<file path="src/rtl/cond_pkg.sv">
// Shared types for the pipelined ARM condition logic: condition codes,
// the NZCV flag layout and FlagW bit positions.
package cond_pkg;

  typedef enum logic [3:0] {
    EQ = 4'h0,
    NE = 4'h1,
    CS = 4'h2,
    CC = 4'h3,
    MI = 4'h4,
    PL = 4'h5,
    VS = 4'h6,
    VC = 4'h7,
    HI = 4'h8,
    LS = 4'h9,
    GE = 4'hA,
    LT = 4'hB,
    GT = 4'hC,
    LE = 4'hD,
    AL = 4'hE,
    NV = 4'hF
  } cond_e;

  typedef struct packed {
    logic n;
    logic z;
    logic c;
    logic v;
  } flags_t;

  // FlagW[1] writes N,Z; FlagW[0] writes C,V.
  localparam int FLAGW_NZ = 1;
  localparam int FLAGW_CV = 0;

  // Control bits that travel to the M stage.
  typedef struct packed {
    logic pcs;
    logic mem;
  } m_stage_t;

endpackage

</file>
<file path="src/rtl/cond_logic_pipe_cond_check.sv">
// Purely combinational ARM condition-code evaluation against one NZCV set.
// Shared with the branch predictor, so it holds no state.
module cond_check
  import cond_pkg::*;
(
  input  cond_e  cond_i,
  input  flags_t flags_i,
  output logic   pass_o
);

  always_comb begin
    // NOTE: every output of a combinational block gets a default first, so
    // no path can leave it unassigned and infer a latch.
    pass_o = 1'b0;
    case (cond_i)
      EQ: pass_o = flags_i.z;
      NE: pass_o = ~flags_i.z;
      CS: pass_o = flags_i.c;
      CC: pass_o = ~flags_i.c;
      MI: pass_o = flags_i.n;
      PL: pass_o = ~flags_i.n;
      VS: pass_o = flags_i.v;
      VC: pass_o = ~flags_i.v;
      HI: pass_o = flags_i.c & ~flags_i.z;
      LS: pass_o = ~flags_i.c | flags_i.z;
      GE: pass_o = (flags_i.n == flags_i.v);
      LT: pass_o = (flags_i.n != flags_i.v);
      GT: pass_o = ~flags_i.z & (flags_i.n == flags_i.v);
      LE: pass_o = flags_i.z | (flags_i.n != flags_i.v);
      AL: pass_o = 1'b1;
      NV: pass_o = 1'b0;
      default: pass_o = 1'b0;
    endcase
  end

endmodule

</file>
<file path="src/rtl/cond_logic_pipe.sv">
// Pipelined ARM conditional logic: banked NZCV flags, condition gating and
// stall/flush-aware delivery of PCSrc/MemWrite (M) and RegWrite (W).
// Optional macro COND_UNDEF_TRAP_EN adds the undef_trap output for Cond==NV.
module cond_logic_pipe
  import cond_pkg::*;
#(
  parameter int CTX_N  = 2,
  parameter int WB_LAT = 2,
  parameter int CW     = (CTX_N > 1) ? $clog2(CTX_N) : 1
) (
  input  logic          clk,
  input  logic          reset,
  input  logic          stall,
  input  logic          flush,
  input  logic [CW-1:0] ctx_sel,
  input  logic [3:0]    Cond,
  input  logic [3:0]    ALUFlags,
  input  logic [1:0]    FlagW,
  input  logic          PCS,
  input  logic          RegW,
  input  logic          MemW,
  input  logic          NoWrite,
  input  logic          flags_load,
  input  logic [3:0]    flags_in,
  output logic          CondEx,
  output logic [3:0]    Flags,
  output logic          PCSrc,
  output logic          MemWrite,
  output logic          RegWrite
`ifdef COND_UNDEF_TRAP_EN
  ,
  output logic          undef_trap
`endif
);

  flags_t bank_q [CTX_N];
  flags_t bank_d [CTX_N];
  flags_t sel_flags;
  logic   ctx_hit;
  logic   cond_pass;

  // An out-of-range ctx_sel matches no bank: flags read as zero, nothing passes.
  always_comb begin
    sel_flags = '0;
    ctx_hit   = 1'b0;
    for (int i = 0; i < CTX_N; i++) begin
      if (ctx_sel == CW'(i)) begin
        sel_flags = bank_q[i];
        ctx_hit   = 1'b1;
      end
    end
  end

  cond_check u_cond_check (
    .cond_i  (cond_e'(Cond)),
    .flags_i (sel_flags),
    .pass_o  (cond_pass)
  );

  assign CondEx = ctx_hit & cond_pass;
  assign Flags  = sel_flags;

  logic pcs_g;
  logic mem_g;
  logic reg_g;

  assign pcs_g = PCS & CondEx;
  assign mem_g = MemW & CondEx;
  assign reg_g = RegW & CondEx & ~NoWrite;

  // An MSR-style load beats a same-cycle ALU update and ignores flush/Cond.
  always_comb begin
    bank_d = bank_q;
    for (int i = 0; i < CTX_N; i++) begin
      if ((ctx_sel == CW'(i)) && !stall) begin
        if (flags_load) begin
          bank_d[i] = flags_t'(flags_in);
        end else if (!flush && CondEx) begin
          if (FlagW[FLAGW_NZ]) {bank_d[i].n, bank_d[i].z} = ALUFlags[3:2];
          if (FlagW[FLAGW_CV]) {bank_d[i].c, bank_d[i].v} = ALUFlags[1:0];
        end
      end
    end
  end

  always_ff @(posedge clk) begin
    // NOTE: the flag banks are architectural state visible on Flags, so
    // every entry is reset rather than left to power-up contents.
    if (reset) begin
      bank_q <= '{default: '0};
    end else begin
      bank_q <= bank_d;
    end
  end

  m_stage_t          m_q;
  m_stage_t          m_d;
  logic [WB_LAT-1:0] reg_line_q;
  logic [WB_LAT-1:0] reg_line_d;

  // Bit 0 of reg_line is the stage-1 copy; the last bit drives RegWrite.
  always_comb begin
    m_d        = m_q;
    reg_line_d = reg_line_q;
    if (!stall) begin
      if (flush) begin
        m_d = '0;
      end else begin
        m_d.pcs = pcs_g;
        m_d.mem = mem_g;
      end
      reg_line_d[0] = ~flush & reg_g;
      for (int i = 1; i < WB_LAT; i++) begin
        reg_line_d[i] = reg_line_q[i-1];
      end
    end
  end

  always_ff @(posedge clk) begin
    // NOTE: state registers use non-blocking assignments so every register
    // samples pre-edge values regardless of statement order.
    if (reset) begin
      m_q        <= '0;
      reg_line_q <= '0;
    end else begin
      m_q        <= m_d;
      reg_line_q <= reg_line_d;
    end
  end

  assign PCSrc    = m_q.pcs;
  assign MemWrite = m_q.mem;
  assign RegWrite = reg_line_q[WB_LAT-1];

`ifdef COND_UNDEF_TRAP_EN
  logic undef_q;
  logic undef_d;

  always_comb begin
    undef_d = undef_q;
    if (!stall) begin
      undef_d = ~flush & (cond_e'(Cond) == NV);
    end
  end

  always_ff @(posedge clk) begin
    if (reset) begin
      undef_q <= 1'b0;
    end else begin
      undef_q <= undef_d;
    end
  end

  assign undef_trap = undef_q;
`endif

endmodule

</file>
<file path="config.mk">
export PLATFORM = sky130hd
export DESIGN_NAME = cond_logic_pipe
export DESIGN_NICKNAME = d
export VERILOG_FILES = /design/src/rtl/cond_pkg.sv /design/src/rtl/cond_logic_pipe_cond_check.sv /design/src/rtl/cond_logic_pipe.sv
export SDC_FILE = /design/constraint.sdc
export NUM_CORES = 1
export LEC_CHECK = 0
export ABC_AREA = 1
export BUFFER_PORTS_ARGS = -buffer_cell sky130_fd_sc_hd__buf_4
export CORE_MARGIN = 1.5
export CORE_UTILIZATION = 45
export DETAILED_ROUTE_END_ITERATION = 10
export GPL_TIMING_DRIVEN = 0
export PLACE_DENSITY = 0.72
export SYNTH_ARGS = -nofsm -noshare
export SYNTH_HDL_FRONTEND = slang
export SYNTH_SLANG_ARGS = --single-unit
</file>
<file path="constraint.sdc">
create_clock -name clk -period 3.6 [get_ports clk]
set_input_delay 0.36 -clock clk [delete_from_list [all_inputs] [get_ports clk]]
set_output_delay 0.36 -clock clk [all_outputs]
set_load 0.02 [all_outputs]
</file>
### Word-level counts from Yosys, hierarchy flattened

Cells that the tools add are included.

| storage, ports and cells | value |
|---|---|
| output and inout port bits | 8 |
| register bits | 12 |
| logic and storage cells | 64 |
| input port bits | 24 |

| operators by class | value |
|---|---|
| bitwise logic cells | 16 |
| equal/unequal tests | 17 |
| mux-type cells | 7 |
| reduce and logical (&&, ||, !) cells | 13 |

Operators by type and width:

| operator | number |
|---|---|
| 4-bit equality test (second input constant) | 8 |
| 4-bit by 3-bit equality test with 1-bit output (second input constant) | 4 |
| 1-bit one-hot mux with 16 select lines | 1 |
| 4-bit 2-to-1 mux | 3 |
| 3-bit AND reduction | 4 |
| 4-bit by 2-bit equality test with 1-bit output (second input constant) | 2 |
| 1-bit bitwise AND | 7 |
| 1-bit NOT | 7 |
| 2-bit 2-to-1 mux | 3 |
| 2-bit nonzero test | 3 |
| 4-bit by 1-bit equality test with 1-bit output (second input constant) | 1 |
| 4-bit zero test | 1 |
| 1-bit logical AND | 3 |
| 1-bit zero test | 2 |
| 1-bit bitwise OR | 2 |
| 1-bit equality test | 1 |
| 1-bit inequality test | 1 |

### Logic depth before layout (Yosys ltp)

Gate-level depths: netlist of the first run.

| logic depth | value |
|---|---|
| word-level depth | 7 |
| depth in mapped cells | 17 |
| mapped depth without buffers | 16 |

### Cells and area by module

A second synthesis of the first run with hierarchy kept.

| second synthesis, totals | value |
|---|---|
| cell total of the unflattened synthesis | 147 |
| area, all modules | 843.3 um2 |

Modules (own cells, without submodules):

| module | cells each | area each (um2) | sequential area each (um2) | times used |
|---|---|---|---|---|
| cond_logic_pipe | 102 | 638.1 | 240.2 | 1 |
| cond_check | 45 | 205.2 | 0.0 | 1 |

### Worst setup path before layout of the first run

No wires, ideal clock.

| path | value |
|---|---|
| path kind | input to register |
| start | input port ctx_sel |
| end | register bank_q[0] (netlist name) |
| setup slack | 1,883 ps |
| data required time | 3,485 ps |
| buffers on the path | 1 |
| data arrival time | 1,602 ps |
| library setup time | 115 ps |
| stages | 13 |
| cells stage by stage | buf_6 > inv_6 > nand2_2 > nand2_2 > nand2_1 > o211ai_2 > nand4_2 > nor2_2 > nand3_4 > nand3_2 > nand2_4 > a21oi_1 > nor2_1 |

| on the way | value |
|---|---|
| cells in the longest elaborated chain, start to end | 7 |
| elaborated cells between the ends (all ways) | 16 |
| those cells by class | eq/ne: 2; mux: 2; bitwise: 8; reduce/logical: 4 |

RTL lines:

| element | line | RTL |
|---|---|---|
| start, declared | cond_logic_pipe.sv:15 | `input logic [CW-1:0] ctx_sel,` |
| 4-bit 2-to-1 mux (*) | cond_logic_pipe.sv:47 | `if (ctx_sel == CW'(i)) begin` |
| via Flags[1] | cond_logic_pipe.sv:26 | `output logic [3:0] Flags,` |
| 1-bit NOT | cond_logic_pipe_cond_check.sv:19, cond_logic_pipe_cond_check.sv:25 |  |
| 1-bit bitwise OR | cond_logic_pipe_cond_check.sv:25 | `LS: pass_o = ~flags_i.c \| flags_i.z;` |
| 1-bit one-hot mux with 16 select lines (*) | cond_logic_pipe_cond_check.sv:15 | `case (cond_i)` |
| via CondEx | cond_logic_pipe.sv:25 | `output logic CondEx,` |
| 1-bit logical AND (*) | cond_logic_pipe.sv:78 | `end else if (!flush && CondEx) begin` |
| 2-bit nonzero test (no source line) (*) | n/a |  |
| 3-bit AND reduction (no source line) (*) | n/a |  |
| end signal, assigned | cond_logic_pipe.sv:92 | `bank_q <= bank_d;` |
| end, declared | cond_logic_pipe.sv:36 | `flags_t bank_q [CTX_N];` |

The timed path passes the listed nets; every way through them passes the cells marked *.
A chain may end at the register's enable or synchronous reset.

### Worst setup path in the final report of the first run

| path | value |
|---|---|
| start | register bank_q[3] (netlist name) |
| end | output port CondEx |

| on the way | value |
|---|---|
| cells in the longest elaborated chain, start to end | 4 |
| elaborated cells between the ends (all ways) | 7 |
| those cells by class | eq/ne: 2; mux: 2; bitwise: 3 |

RTL lines:

| element | line |
|---|---|
| 4-bit 2-to-1 mux (*) | cond_logic_pipe.sv:47 |
| 1-bit inequality test or 1-bit equality test (tied branches) | n/a |
| 1-bit bitwise OR or 1-bit bitwise AND (tied branches) | cond_logic_pipe_cond_check.sv:29, cond_logic_pipe_cond_check.sv:28 |
| 1-bit one-hot mux with 16 select lines (*) | cond_logic_pipe_cond_check.sv:15 |
| end, declared | cond_logic_pipe.sv:25 |

Mark *: on every way between the ends. The rest lies on a longest branch, timed or not.

==> out/qor.yml, run 1 <==
run_status:
  status: "finished clean"
clock_network:
  clock_sinks: 12
  cts_setup_buffers: 0
  cts_buffers: 3
  clkLatencyLatePin_ns: 0.27
  clockRootBuffer: "clkbuf_4"
  cts_buffer_depth: 2
  clkTransAtPathRegs_ns: 0.07
  cts_tree: "done"
  cts_resized: 0
  htree_num_levels: 1
  hold_buffers: 0
logic_synthesis:
  synth_top_cell_by_area: "dfxtp_1"
  synthCells: 138
  synth_edf_count: 0
  synth_most_common_cell: "nand2_1"
  synth_top_area_share_pct: 25.77
  synthMuxAreaShare_pct: 4.295
  yosysUniqueCellTypes: 25
  synth_seq_area_share_pct: 25.77
  synth_adder_area_share_pct: 0
  syn_nets: 162
  syn_avg_cell_area_um2: 6.755
  synthTopCellsByCount: "nand2_1, nor2_1, nand3_1, a21oi_1, dfxtp_1"
  ys_async_sr_fraction_pct: 0
  synth_area_leaders: "dfxtp_1, nand2_1, nand3_1"
  synth_xor_area_share_pct: 0
  synth_top_family_by_area: "simple AND/OR/NAND/NOR gates"
  synth_compound_area_share_pct: 10.20
  ys_warn_count: 0
  synth_area_um2: 932.1
  synth-seq-cells: 12
  synth-simple-area-share_pct: 50.47
  synth_ff_type: "dfxtp_1"
cells_and_area:
  syn2layout_area_growth_pct: 28.59
  drive_gt1_share_pct: 34.91
  final_util_pct: 61.10
  diodes: 0
  nNetsFinal: 195
  fillers: 194
  instances_no_fill: 196
drt:
  wl_met1_um: 951
  wl_met3_um: 93
  routedWlPerCell_um: 10.72
  remaining_drc_errors: 0
  drtIter0Drc: 22
  highest_layer: "met4"
  drt-pass1-iter-count: 4
  drt-total-wl_um: 2102
  vias_per_cell: 5.066
  vias: 993
  wl_met2_um: 1026
  ant_nets: 0
sta:
  layout_min_cycle_time_ns: 1.938
  worst_pin_slew_ns: 0.5323
  setup_viol: 0
  clock_skew_ns: 0.001535
  period_share_pct: 53.83
  tns_ns: 0
  rsz0062_at_grt: "false"
  whs_ns: 0.2685
  fmax_ghz: 0.5160
  hold_viol: 0
  maxSlewViolCount: 0
  slew_headroom_pct: 64.38
floorplan:
  start_util_pct: 47.51
  die-area_mm2: 0.002353
  die_h_um: 48.51
  num_rows: 16
  die_w_um: 48.51
  io_pins: 32
  core_mm2: 0.001962
global_route:
  grt_antenna_before_repair: 0
  grt_pass1_wl_um: 3788
  grt_max_degree: 10
  grt_pass1_vias: 946
  grt_use_total_pct: 20.20
  grt-ovfl-total: 0
setup_path:
  required_ns: 3.24
  worstSetupPathType: "reg -> out"
  start_kind: "flop"
  cp.arrival_ns: 1.58
  critPathCaptureType: "output port"
  path_max_fanout: 6
power_and_ir_drop:
  powerDensity_mw_per_mm2: 286.5
  p_total_uw: 343.4
  peakVddDrop_v: 0.0002126
  leakage_uw: 0.0005722
place:
  hpwl_um: 1660
  gp_congestion: 0.8712
  io_buffers: 28
  post-place-cells: 193
job:
  max-cap-violations: 0
min_path:
  hold_path_class: "in -> reg"
==> where the power goes <==
group / total (µW) / internal, µW / switching [µW]
sequential: 144 / 140 / 4.64
clock: 81.7 / 38.8 / 42.9
combinational: 118 / 51.2 / 66.3
total: 343 / 229 / 114
==> final timing paths <==
| kind | start | end | slack [ns] | cells after the start |
|---|---|---|---|---|
| max | bank_q[3]$_SDFFE_PP0P_ | CondEx | 1.66 | 10 |
| min reg2reg | PCSrc$_SDFFE_PP0N_ | PCSrc$_SDFFE_PP0N_ | 0.47 | 2 |
| max reg2reg | bank_q[3]$_SDFFE_PP0P_ | bank_q[2]$_SDFFE_PP0P_ | 1.96 | 15 |
| min | reset | MemWrite$_SDFFE_PP0N_ | 0.27 | 2 |
==> per-layer routing <==
metal / GRT usage [%] / vias up
li1: - / 518
met2: 34.95 / 40
met1: 24.95 / 431
met4: 10.00 / 0
met5: 0 / -
met3: 2.160 / 4
==> sequential cells by signal, summed over array words and instances (netlist names) <==
| name | cells |
|---|---|
| MemWrite | 1 |
| reg_line_q | 2 |
| PCSrc | 1 |
| bank_q | 8 |
==> stage by stage <==
stage / worst slack [ns] / cell area (µm²)
2_1_floorplan: 1.883 / 932.1
3_3_place_gp: 1.781 / 1176
3_5_place_dp: 1.783 / 1176
4_1_cts: 1.670 / 1199
5_1_grt: 1.493 / 1199
6_report: 1.662 / 1199
==> area by class of cell <==
cell class              instances  area [µm²]  area share, %
multi-input cells             110       605.6          50.52
flip-flops and latches         12       240.2          20.04
repair buffers                 28       210.2          17.54
inverters                      13       53.80          4.489
well taps                      27       33.78          2.818
plain buffers                   3       32.53          2.714
clock buffers                   3       22.52          1.879
==> logic make-up after synthesis <==
group	Yosys count
compound gates	17
simple gates	89
flops	12
mux	4
buf+inv	16
==> critical path, cell delays in order (launching register included) <==
cell	delay, ns
dfxtp_1	0.37
nand2_1	0.10
nand2_4	0.10
nand2_2	0.06
nand3b_1	0.08
nand3_1	0.10
nand2_1	0.08
nand3_2	0.06
nand2_2	0.07
nand3_4	0.10
buf_4	0.18
==> cells in the final DEF (no fill, tap or decap), types with 2 or more instances in the layout <==
| cell type | count |
|---|---|
| a21oi_1 | 12 |
| nor2_1 | 17 |
| nand4_1 | 3 |
| nand3_1 | 14 |
| mux2i_1 | 4 |
| nand2_4 | 4 |
| inv_1 | 10 |
| o21ai_0 | 2 |
| clkbuf_4 | 3 |
| buf_4 | 29 |
| nand2_1 | 32 |
| dfxtp_1 | 12 |
| nand2_2 | 11 |
| nand3_2 | 4 |
Power figures use the tool's default switching activity.
==> run 2, diff against run 1 <==
--- a/config.mk
+++ b/config.mk
@@ -8,10 +8,10 @@
 export ABC_AREA = 1
 export BUFFER_PORTS_ARGS = -buffer_cell sky130_fd_sc_hd__buf_4
 export CORE_MARGIN = 1.5
-export CORE_UTILIZATION = 45
+export CORE_UTILIZATION = 44
 export DETAILED_ROUTE_END_ITERATION = 10
 export GPL_TIMING_DRIVEN = 0
-export PLACE_DENSITY = 0.72
+export PLACE_DENSITY = 0.73
 export SYNTH_ARGS = -nofsm -noshare
 export SYNTH_HDL_FRONTEND = slang
 export SYNTH_SLANG_ARGS = --single-unit
==> constraint.sdc (replaced) <==
create_clock -name clk -period 1.61 [get_ports clk]
set_input_delay 0.161 -clock clk [delete_from_list [all_inputs] [get_ports clk]]
set_output_delay 0.161 -clock clk [all_outputs]
set_load 0.02 [all_outputs]
==> out/qor.yml, run 2 (synthesis gave the netlist of run 1 again) <==
drt:
  remaining_drc_errors: 0  # unchanged
  vias: 1029  # +3.6%
  drtIter0Drc: 9  # -59%
  ant_nets: 0  # unchanged
  drt-pass1-iter-count: 4  # unchanged
  routedWlPerCell_um: 11.25  # +4.9%
  drt-total-wl_um: 2318  # +10%
  vias_per_cell: 4.995  # -1.4%
global_route:
  grt-ovfl-total: 0  # unchanged
  grt_use_total_pct: 18.66  # -1.5 points
  gr-usage-met1_pct: 23.15  # -1.8 points
  busiest_layer: "met2"
  grt_max_degree: 10  # unchanged
  grt_antenna_before_repair: 0  # unchanged
  grt_util_met3_pct: 2.147  # -0.013 points
  grt_pass1_wl_um: 3608  # -4.8%
  grt_pass1_vias: 884  # -6.6%
  grtUsageMet2_pct: 32.88  # -2.1 points
sta:
  rsz0062_at_grt: "true"
  hold_viol: 0  # unchanged
  maxSlewViolCount: 0  # unchanged
  setup_viol: 11  # +11
  tns_ns: -0.2862  # -0.2862 ns
  worst_pin_slew_ns: 0.5875  # +0.05515 ns
  clock_skew_ns: 0.002178  # +0.0006429 ns
  layout_min_cycle_time_ns: 1.699
  slew_headroom_pct: 60.69  # -3.7 points
  fmax_ghz: 0.5885
  worst_slack_ns: -0.08934  # -1.752 ns
  period_share_pct: 105.5
cells_and_area:
  top_regs: "bank_q x8, reg_line_q x2"
  syn2layout_area_growth_pct: 44.97
  multi_input_area_um2: 663.1  # +9.5%
  nNetsFinal: 204  # +4.6%
  stdcell_area_mm2: 0.001351  # +13%
  largest_reg_flops: 8  # unchanged
  register_area_um2: 250.2  # +4.2%
  layout_commonest_cell: "buf_4"
  instances_no_fill: 206  # +5.1%
  drive_gt1_share_pct: 53.07  # +18 points
  final_cell_mix: "buf_4, nand2_1, nand2_2"
  diodes: 0  # unchanged
  fillers: 179  # -7.7%
  largest_register: "bank_q"
power_and_ir_drop:
  powerDensity_mw_per_mm2: 653.2  # +130%
  peakVddDrop_v: 0.0006363  # +200%
  swShare_pct: 32.39  # -0.78 points
  p_switching_uw: 285.9  # +150%
  clkPwrFrac_pct: 27.5  # +3.7 points
  leakage_uw: 0.0006424  # +12%
  seq_power_share_pct: 36.9  # -5.1 points
  combPwrFrac_pct: 35.6  # +1.4 points
  intPower_uw: 596.8  # +160%
run_status:
  violations: "setup timing"
  status: "finished with violations"
setup_path:
  required_ns: 1.45  # -1.79 ns
  start_kind: "flop"
  cp.arrival_ns: 1.54  # -0.04 ns
  path_max_fanout: 5  # -1
  slowest_delay_ns: 0.34  # -0.03 ns
  cp_cell_sequence: "inv_1 > nand2_1 > nand2_2 > nand2_2 > nand3b_1 > nand3_2 > nand2_2 > nand3_2 > nand2_2 > nand3_4 > buf_6"
  worst_path_max_delay_cell: "dfxtp_2"
  worstSetupPathType: "reg -> out"
  cp_common_cell: "nand2_2"
  critPathCaptureType: "output port"
clock_network:
  htree_num_levels: 1  # unchanged
  clkLatencyLatePin_ns: 0.28  # about the same
  clock_sinks: 12  # unchanged
  clockRootBuffer: "clkbuf_4"
  cts_buffer_depth: 2  # unchanged
  cts_tree: "done"
  cts_buffers: 3  # unchanged
  clkTransAtPathRegs_ns: 0.08  # about the same
floorplan:
  die-area_mm2: 0.002403  # +2.1%
  start_util_pct: 47.03  # -0.48 points
  io_pins: 32  # unchanged
  die_h_um: 49.03  # +1.1%
  num_rows: 16  # unchanged
  die_w_um: 49.03  # +1.1%
  core_mm2: 0.001982  # +1.0%
min_path:
  hold_path_class: "in -> reg"
place:
  post-place-cells: 193  # unchanged
  pre_cts_slack_ns: -0.03732  # -1.820 ns
  gp_congestion: 0.8333  # -4.4%
  hpwl_um: 1719  # +3.5%
  place_area_mm2: 0.001176  # unchanged
  io_buffers: 28  # unchanged
job:
  max-cap-violations: 0  # unchanged
run 2: cell count changes in the layout (fill, tap and decap cells not counted), moves of 2 or more:
cell,delta
dfxtp_1,-8
inv_2,+2
nand2_1,-8
nand3_2,+6
inv_1,-2
nand2_2,+8
dfxtp_2,+8
nand3_1,-6
buf_4,+8
run 2: final timing paths:
| kind | to | slack, ns | from | cells past startpoint |
|---|---|---|---|---|
| max reg2reg | bank_q[0]$_SDFFE_PP0P_ | -0.04 | bank_q[7]$_SDFFE_PP0P_ | 15 |
| max | CondEx | -0.09 | bank_q[7]$_SDFFE_PP0P_ | 11 |
| min reg2reg | reg_line_q[0]$_SDFFE_PP0N_ | 0.47 | reg_line_q[0]$_SDFFE_PP0N_ | 2 |
| min | reg_line_q[0]$_SDFFE_PP0N_ | 0.07 | reset | 2 |
run 2: area by class of cell:
type	instances	area share, %
buffer	3	2.407
clock buffer	4	2.685
inverter	13	3.981
multi-input combinational	110	49.07
sequential	12	18.52
tap	27	2.500
timing repair buffer	37	20.83
run 2: stage by stage:
step	power, µW	utilization, %	hold slack, ns
after floorplan	500.6	-	0.2301
after CTS	847.2	63.01	0.06158
after detailed placement	592.4	59.34	0.3566
final	882.7	68.18	0.06722
after global placement	585.4	59.34	0.3550
after global routing	929.6	68.18	0.05651
run 2: layer usage:
metal | vias to the layer above | wire length, µm
li1 | 532 | -
met1 | 474 | 1047
met2 | 21 | 1184
met3 | 2 | 62
met4 | 0 | 23
met5 | - | 0
run 2: critical path: cells and delay by family (launching register included):
kind	cells	cell delay, ns
buffers and inverters	2	0.21
AND/OR/NAND/NOR	9	0.71
flip-flops	1	0.34
run 2: power groups by stage:
stage                     combinational (µW)  clock (µW)  sequential (µW)
after detailed placement                 263           0              329
after floorplan                          171           0              330
after global placement                   257           0              329
final                                    314         242              326
after global routing                     343         259              328
after CTS                                278         245              324
run 2: timing repair:
action                     CTS  global route
setup buffers                3             6
resized for setup            7            20
hold buffers                 0             0
setup endpoints to repair    9            11
hold endpoints to repair     0             0
pin swaps                    5            16
==> run 3, diff against run 2 <==
--- a/config.mk
+++ b/config.mk
@@ -6,12 +6,12 @@
 export NUM_CORES = 1
 export LEC_CHECK = 0
 export ABC_AREA = 1
-export BUFFER_PORTS_ARGS = -buffer_cell sky130_fd_sc_hd__buf_4
 export CORE_MARGIN = 1.5
-export CORE_UTILIZATION = 44
+export CORE_UTILIZATION = 45
 export DETAILED_ROUTE_END_ITERATION = 10
+export DONT_BUFFER_PORTS = 1
 export GPL_TIMING_DRIVEN = 0
-export PLACE_DENSITY = 0.73
+export PLACE_DENSITY = 0.64
 export SYNTH_ARGS = -nofsm -noshare
 export SYNTH_HDL_FRONTEND = slang
 export SYNTH_SLANG_ARGS = --single-unit
==> out/qor.yml, run 3 (synthesis gave the netlist of run 1 again) <==
sta:
  hold_viol: 0  # unchanged
  maxSlewViolCount: 0  # unchanged
  setup_viol: 9  # -2
  tns_ns: -0.7063  # -0.4201 ns
  worst_pin_slew_ns: 0.6796  # +0.09215 ns
  slew_headroom_pct: 54.53  # -6.2 points
  clock_skew_ns: 0.002431  # +0.0002531 ns
  fmax_ghz: 0.5817  # -1.2%
  rsz0062_at_grt: "true"
  layout_min_cycle_time_ns: 1.719  # +0.01979 ns
  worst_slack_ns: -0.1091  # -0.01979 ns
  period_share_pct: 106.8  # +1.2 points
  whs_ns: 0.05777  # -0.009451 ns
cells_and_area:
  drive_gt1_share_pct: 33.33  # -20 points
  nNetsFinal: 169  # -17%
  diodes: 0  # unchanged
  final_util_pct: 55.80  # -12 points
  largest_register: "bank_q"
  instances_no_fill: 171  # -17%
  layout_commonest_cell: "nand2_1"
  final_cell_mix: "nand2_1, nor2_1, nand2_2"
  syn2layout_area_growth_pct: 17.45
  largest_reg_flops: 8  # unchanged
  top_regs: "bank_q x8, reg_line_q x2"
drt:
  routedWlPerCell_um: 11.91  # +5.9%
  ant_nets: 0  # unchanged
  remaining_drc_errors: 0  # unchanged
  vias_per_cell: 5.222  # +4.5%
  drt-pass1-iter-count: 6  # +2
  vias: 893  # -13%
  drtIter0Drc: 19  # +10
  drt-total-wl_um: 2037  # -12%
floorplan:
  io_pins: 32  # unchanged
  num_rows: 16  # unchanged
  die_h_um: 48.51  # -1.1%
  die-area_mm2: 0.002353  # -2.1%
  core_mm2: 0.001962  # -1.0%
  die_w_um: 48.51  # -1.1%
  start_util_pct: 47.51  # +0.48 points
setup_path:
  worstSetupPathType: "reg -> reg"
  critPathCaptureType: "flop"
  cp.arrival_ns: 1.89  # +0.35 ns
  cp_common_cell: "nand2_2"
  required_ns: 1.78  # +0.33 ns
  start_kind: "flop"
  worst_path_max_delay_cell: "dfxtp_2"
  cp_cell_sequence: "nand2_2 > nand2_4 > nand2_2 > nand3b_1 > nand3_1 > nand2_1 > nand3_2 > nand2_2 > nand3_4 > nand3_4 > nand2_4 > a21oi_1 > nor2_1"
  path_max_fanout: 8  # +3
  slowest_delay_ns: 0.36  # +0.02 ns
clock_network:
  htree_num_levels: 1  # unchanged
  clock_sinks: 12  # unchanged
  clockRootBuffer: "clkbuf_4"
  cts_buffers: 3  # unchanged
  clkTransAtPathRegs_ns: 0.07  # about the same
  clkLatencyLatePin_ns: 0.27  # about the same
  cts_buffer_depth: 2  # unchanged
  cts_tree: "done"
global_route:
  grt_pass1_vias: 856  # -3.2%
  grt_antenna_before_repair: 0  # unchanged
  grt_pass1_wl_um: 3477  # -3.6%
  grt_use_total_pct: 18.28  # -0.39 points
  grt-ovfl-total: 0  # unchanged
  grt_max_degree: 10  # unchanged
power_and_ir_drop:
  leakage_uw: 0.0004642  # -28%
  powerDensity_mw_per_mm2: 721.6  # +10%
  peakVddDrop_v: 0.0007018  # +10%
run_status:
  violations: "setup timing"
  status: "finished with violations"
place:
  post-place-cells: 165  # -15%
  pre_cts_slack_ns: -0.1195  # -0.08222 ns
  hpwl_um: 1558  # -9.4%
  io_buffers: 0  # -100%
  gp_congestion: 0.8639  # +3.7%
job:
  max-cap-violations: 0  # unchanged
min_path:
  hold_path_class: "in -> reg"
==> run 3: metrics by stage <==
stage                     total power, µW  cell area [µm²]
after floorplan                     500.6            932.1
after global placement              528.0            965.9
after detailed placement            531.8            965.9
after CTS                           783.3             1052
after global routing                834.1             1095
final                               790.0             1095
==> run 3: worst paths after layout <==
kind         slack (ns)                       start                         end  cells after the start
max               -0.11      bank_q[7]$_SDFFE_PP0P_      bank_q[1]$_SDFFE_PP0P_                     13
min                0.06                        MemW       MemWrite$_SDFFE_PP0N_                      2
max reg2reg       -0.11      bank_q[7]$_SDFFE_PP0P_      bank_q[1]$_SDFFE_PP0P_                     13
min reg2reg        0.46  reg_line_q[0]$_SDFFE_PP0N_  reg_line_q[0]$_SDFFE_PP0N_                      2
==> run 3: final cells by class <==
cell class | count | area (µm²)
Buffer | 3 | 32.53
Fill cell | 204 | 867.1
Tap cell | 27 | 33.78
Multi-Input combinational cell | 110 | 673.1
Sequential cell | 12 | 247.7
Clock buffer | 4 | 36.28
Timing Repair Buffer | 2 | 17.52
Inverter | 13 | 53.80
==> run 3: critical path, delay by kind of cell, from the launching register on <==
family	cells	cell delay, ns
AOI/OAI and AO/OA	1	0.14
DFF	1	0.36
and+or+nand+nor	12	1.11
==> run 3: power breakdown <==
part	switching [µW]	total (µW)	internal [µW]
Sequential	15.6	328	312
Clock	100	238	137
Combinational	146	225	79.0
Total	261	790	529
==> run 3: what timing repair did <==
action | 4_1_cts | 5_1_grt
gates cloned | 0 | 0
pin swaps | 1 | 9
hold buffers | 1 | 0
setup buffers | 0 | 1
endpoints found under the setup margin | 9 | 9
hold endpoints to repair | 3 | 0
resized for setup | 12 | 9
==> run 3: metal layers <==
layer | routed length [µm] | part of all wire (%) | GRT usage [%] | up-vias
li1 | - | - | - | 464
met1 | 875 | 43 | 21.64 | 405
met2 | 1032 | 51 | 34.03 | 24
met3 | 130 | 6.4 | 5.247 | 0
met4 | 0 | 0 | 1.429 | 0
met5 | 0 | 0 | 0 | -
